[src/rtl/trivia_round_ctrl.sv]
// Trivia round sequencer: question stepping, submit latch and judging.
// Optional per-question countdown enabled by defining TRIVIA_TIMEOUT_EN.
module trivia_round_ctrl #(
  parameter int NUM_Q     = 20,
  parameter int WIN_SCORE = 10,
  parameter int TICK_DIV  = 50000000,
  parameter int Q_SECONDS = 10
) (
  input  logic       clock,
  input  logic       resetn,
  input  logic       start,
  input  logic       submit,
  input  logic [3:0] ans,
  input  logic [3:0] key_ans,
  input  logic [3:0] score,
  output logic [4:0] q_num,
  output logic       res_valid,
  output logic       res_correct,
  output logic       clr_score,
  output logic [3:0] time_left,
  output logic       timed_out,
  output logic       game_over,
  output logic [2:0] state_out
);

  if (NUM_Q < 1 || NUM_Q > 31 || Q_SECONDS < 1 || Q_SECONDS > 15 ||
      TICK_DIV < 1 || WIN_SCORE < 0 || WIN_SCORE > 15) begin : g_bad_params
    $error("trivia_round_ctrl: parameter out of range");
  end

  typedef enum logic [2:0] {
    IDLE     = 3'd0,
    SHOW     = 3'd1,
    WAIT_ANS = 3'd2,
    JUDGE    = 3'd3,
    NEXT     = 3'd4,
    OVER     = 3'd5
  } state_t;

  localparam logic [4:0] NQ   = 5'(NUM_Q);
  localparam logic [3:0] WIN4 = 4'(WIN_SCORE);
  localparam logic [3:0] QS4  = 4'(Q_SECONDS);

  state_t     state, state_n;
  logic       start_d, submit_d;
  logic       start_re, submit_re;
  logic [4:0] q_num_n;
  logic [3:0] ans_q, ans_q_n;
  logic       clr_n;
  logic       ans_hot;

`ifdef TRIVIA_TIMEOUT_EN
  localparam int PW = (TICK_DIV > 1) ? $clog2(TICK_DIV) : 1;
  localparam logic [PW-1:0] PS_LOAD = PW'(TICK_DIV - 1);

  logic [PW-1:0] prescaler, ps_n;
  logic [3:0]    tl_n;
  logic          to_n;
`endif

  // Registered edge detection: level delayed once, edge captured once.
  always_ff @(posedge clock or negedge resetn) begin
    if (!resetn) begin
      start_d   <= 1'b0;
      submit_d  <= 1'b0;
      start_re  <= 1'b0;
      submit_re <= 1'b0;
    end else begin
      start_d   <= start;
      submit_d  <= submit;
      start_re  <= start & ~start_d;
      submit_re <= submit & ~submit_d;
    end
  end

  // State and datapath registers.
  always_ff @(posedge clock or negedge resetn) begin
    if (!resetn) begin
      state     <= IDLE;
      q_num     <= 5'd0;
      ans_q     <= 4'd0;
      clr_score <= 1'b0;
`ifdef TRIVIA_TIMEOUT_EN
      time_left <= QS4;
      timed_out <= 1'b0;
      prescaler <= PS_LOAD;
`endif
    end else begin
      state     <= state_n;
      q_num     <= q_num_n;
      ans_q     <= ans_q_n;
      clr_score <= clr_n;
`ifdef TRIVIA_TIMEOUT_EN
      time_left <= tl_n;
      timed_out <= to_n;
      prescaler <= ps_n;
`endif
    end
  end

  // Next-state and next-datapath decode.
  always_comb begin
    state_n = state;
    q_num_n = q_num;
    ans_q_n = ans_q;
    clr_n   = 1'b0;
`ifdef TRIVIA_TIMEOUT_EN
    tl_n    = time_left;
    to_n    = timed_out;
    ps_n    = prescaler;
`endif
    case (state)
      IDLE, OVER: begin
        if (state == IDLE) q_num_n = 5'd0;
        if (start_re) begin
          clr_n   = 1'b1;
          q_num_n = 5'd1;
          state_n = SHOW;
        end
      end
      SHOW: begin
`ifdef TRIVIA_TIMEOUT_EN
        tl_n = QS4;
        ps_n = PS_LOAD;
        to_n = 1'b0;
`endif
        state_n = WAIT_ANS;
      end
      WAIT_ANS: begin
        if (submit_re) begin
          ans_q_n = ans;
          state_n = JUDGE;
        end
`ifdef TRIVIA_TIMEOUT_EN
        else if (prescaler == '0) begin
          ps_n = PS_LOAD;
          if (time_left <= 4'd1) begin
            tl_n    = 4'd0;
            to_n    = 1'b1;
            ans_q_n = 4'd0;
            state_n = JUDGE;
          end else begin
            tl_n = time_left - 4'd1;
          end
        end else begin
          ps_n = prescaler - PW'(1);
        end
`endif
      end
      JUDGE: state_n = NEXT;
      NEXT: begin
        if (score >= WIN4 || q_num == NQ) begin
          state_n = OVER;
        end else begin
          q_num_n = q_num + 5'd1;
          state_n = SHOW;
        end
      end
      default: begin
        q_num_n = 5'd0;
        state_n = IDLE;
      end
    endcase
  end

`ifndef TRIVIA_TIMEOUT_EN
  assign time_left = QS4;
  assign timed_out = 1'b0;
`endif

  assign ans_hot     = (ans_q != 4'd0) && ((ans_q & (ans_q - 4'd1)) == 4'd0);
  assign res_valid   = (state == JUDGE);
  assign res_correct = res_valid && ans_hot && (ans_q == key_ans);
  assign game_over   = (state == OVER);
  assign state_out   = state;

endmodule
[config.mk]
export PLATFORM = sky130hd
export DESIGN_NAME = trivia_round_ctrl
export DESIGN_NICKNAME = d
export VERILOG_FILES = /design/src/rtl/trivia_round_ctrl.sv
export SDC_FILE = /design/constraint.sdc
export NUM_CORES = 1
export LEC_CHECK = 0
export CAP_MARGIN = 20
export CORE_MARGIN = 2
export CORE_UTILIZATION = 35
export DETAILED_ROUTE_END_ITERATION = 6
export GPL_TIMING_DRIVEN = 0
export PLACE_DENSITY = 0.76
export SLEW_MARGIN = 30
export SYNTH_ARGS = -nofsm -noshare
export SYNTH_HDL_FRONTEND = slang
export SYNTH_SLANG_ARGS = --single-unit
[constraint.sdc]
create_clock -name clock -period 2.5 [get_ports clock]
set_input_delay 0.375 -clock clock [delete_from_list [all_inputs] [get_ports clock]]
set_output_delay 0.375 -clock clock [all_outputs]
set_load 0.05 [all_outputs]
==> flow_summary.toml <==
[power_and_ir_drop]
power_frac_comb_pct = 52.9
p_seq_share_pct = 35.4
leakage_uw = 0.0005746
power_density_mw_per_mm2 = 908.9
worst_ir_drop_vdd_mv = 0.6635
netSwitchingPower_uw = 552.1
clkPwrFrac_pct = 11.7
p_int_uw = 668.1
p_total_uw = 1220
switching_share_pct = 45.25

[placed_design]
postPlaceCellArea_mm2 = 0.001319
dpl.cell_count = 155
gp_congestion = 0.8256
preCtsSetupSlack_ns = -0.4666
dp_hpwl_um = 1637
io_buffers = 26

[synthesis]
ys_types = 39
yosysSeqAreaShare_pct = 42.71
synth-seq-cells = 17
synth-warning-count = 0
synth_largest_area_cell = "dfrtp_1"
syn_avg_cell_area_um2 = 10.48
syn_inst = 95
netlist_area_um2 = 996.0
netlist.area_leader.share_pct = 42.71
synth.area.top_cells = "dfrtp_1, mux2_2, o211ai_1, buf_4, ha_1"

[critical_path]
r2r_setup_slack_ns = 0.96
path_class = "in2out"
critPathRequiredTime_ns = 2.12
cp-start-kind = "input port"
cp.arrival_ns = 2.04
cp_max_fo = 2
endpoint_kind = "primary output"

[route]
drc = 0
vias = 827
detail-route-antenna-nets = 0
drt_pass1_iterations = 4
vias_per_cell = 5.201
wl_per_cell_um = 13.04
drtIter0Drc = 12
wirelength_um = 2074

[floorplan]
dieArea_mm2 = 0.003288
start_util_pct = 36.43
core_area_mm2 = 0.002734
ioPinCount = 33
dieWidth_um = 57.35
num_rows = 19
die_h_um = 57.35

[sta]
finalSetupTns_ns = 0
hold_viol = 0
max_slew.worst_pin.slew_ns = 0.7540
finClkSkew_ns = 0.001034
setup_violations = 0
rsz0062_at_grt = "no"
slew_headroom_pct = 49.57
fin_crit_ns = 2.416
max_clock_freq_ghz = 0.4139
period_share_pct = 96.65
fin_ws_ns = 0.08382
report.final.slew_viol_count = 0

[clock_network]
cts_buffer_depth = 2
cts_tree = "built"
numCtsBuffers = 3
cts_max_level = 1
clock_latency_ns = 0.28
cts_root_buf = "clkbuf_4"
clk_pin_slew_ns = 0.09
cts.sinks = 17

[global_route]
grt_start_max_net_pins = 18
antenna_found_initial = 0
grt_overflow = 0
grt_pass1_wl_um = 3684
grt_pass1_vias = 834
grt_util_all_layers_pct = 13.93

[finish]
fin_cells = 159
stdcell_area_mm2 = 0.001343
layout.nets = 147
area_delta_synth_final_pct = 34.80
drive_gt1_share_pct = 17.19
antenna_cells = 0

[worst_hold_path]
hold_class = "reg2reg"

[run_status]
outcome = "finished clean"

[job]
drv_cap = 0
critical path, cell delays in order:
cell and delay, ns:
clkdlybuf4s50_1 0.47, or3b_1 0.35, a211o_1 0.34, a221oi_4 0.21, buf_2 0.30
sequential cells by signal, indices dropped and copies added (netlist names):
| name | count |
|---|---|
| ans_q | 4 |
| submit_d | 1 |
| q_num | 5 |
| state_out | 3 |
| start_re | 1 |
| start_d | 1 |
| submit_re | 1 |
| clr_score | 1 |
kinds of logic after synthesis:
logic type / Yosys count / share of synthesized area (%)
AOI/OAI and AO/OA: 24 / 18.09
xor gates and xnor gates: 3 / 2.639
other: 2 / 0.7540
muxes: 4 / 4.522
DFF: 17 / 42.71
adders and majority gates: 2 / 2.512
buffers and inverters: 13 / 7.161
and+or+nand+nor: 30 / 21.61
final timing paths:
path                             from          end  depth (start not counted)
max reg2reg                  q_num[0]     q_num[0]                          5
min                           start_d     start_re                          1
max in group asynchronous      resetn    clr_score                          1
max                        key_ans[3]  res_correct                          5
min in group asynchronous      resetn     q_num[3]                          1
min reg2reg                   start_d     start_re                          1
stage by stage:
stage	util [%]	hold slack, ns
4_1_cts	49.02	0.4070
6_report	49.11	0.4009
3_5_place_dp	48.24	0.3932
5_1_grt	49.11	0.4269
2_1_floorplan	-	0.07941
3_3_place_gp	48.24	0.3860
area by class of cell:
| type | count | area (µm²) |
|---|---|---|
| inverter | 5 | 18.77 |
| timing repair buffer | 26 | 257.7 |
| clock buffer | 4 | 26.28 |
| multi-input combinational | 68 | 523.0 |
| sequential | 17 | 425.4 |
| tap | 31 | 38.79 |
| buffer | 8 | 52.55 |
| fill | 245 | 1391 |
synthesized netlist by cell type:
cell type   n
dfrtp_1    17
o211ai_1    6
buf_4       5
inv_1       5
mux2_2      4
nand3_1     4
o21ai_0     4
a211oi_1    3
buf_2       3
nor2b_1     3
a21oi_1     2
and4b_1     2
conb_1      2
ha_1        2
nand2_1     2
nand2b_1    2
nand3b_1    2
nand4_1     2
nand4b_1    2
nor2_1      2
nor3b_1     2
xnor2_1     2
a211o_1     1
a221oi_2    1
a31o_2      1
a31oi_1     1
and2_1      1
and3b_1     1
and4bb_1    1
nor3b_4     1
o211a_1     1
o21a_1      1
o21bai_1    1
o221a_2     1
o31ai_1     1
or3_1       1
or3_2       1
or3b_1      1
xor2_1      1
cells in the final DEF (no fill, tap or decap), types with 4 or more instances in the layout:
cell type and n:
buf_2 4, buf_4 5, clkdlybuf4s50_1 24, conb_1 5
dfrtp_1 17, inv_1 5, mux2_2 4, nand3_1 4
o211ai_1 6, o21ai_0 4
timing repair:
| item | CTS | global route |
|---|---|---|
| endpoints found under the setup margin | 1 | 1 |
| hold buffers | 0 | 0 |
| setup buffers | 0 | 0 |
| resized for setup | 5 | 1 |
| endpoints found under the hold margin | 0 | 0 |
metal layers:
metal  global-route usage [%]  routed length [µm]  up-vias
met4                    4.319                   0        0
met1                    17.96                 903      403
met5                        0                   0        -
met2                    24.51                1118       18
met3                    1.361                  52        0
li1                         -                   -      406
power by group through the flow:
| stage | Combinational [µW] | Sequential [µW] | Clock [µW] |
|---|---|---|---|
| 5_1_grt | 695 | 444 | 165 |
| 6_report | 646 | 432 | 143 |
| 4_1_cts | 649 | 430 | 151 |
| 2_1_floorplan | 345 | 542 | 0 |
| 3_3_place_gp | 630 | 428 | 0 |
| 3_5_place_dp | 646 | 436 | 0 |
Note: power is estimated with default switching activity, not from simulation.
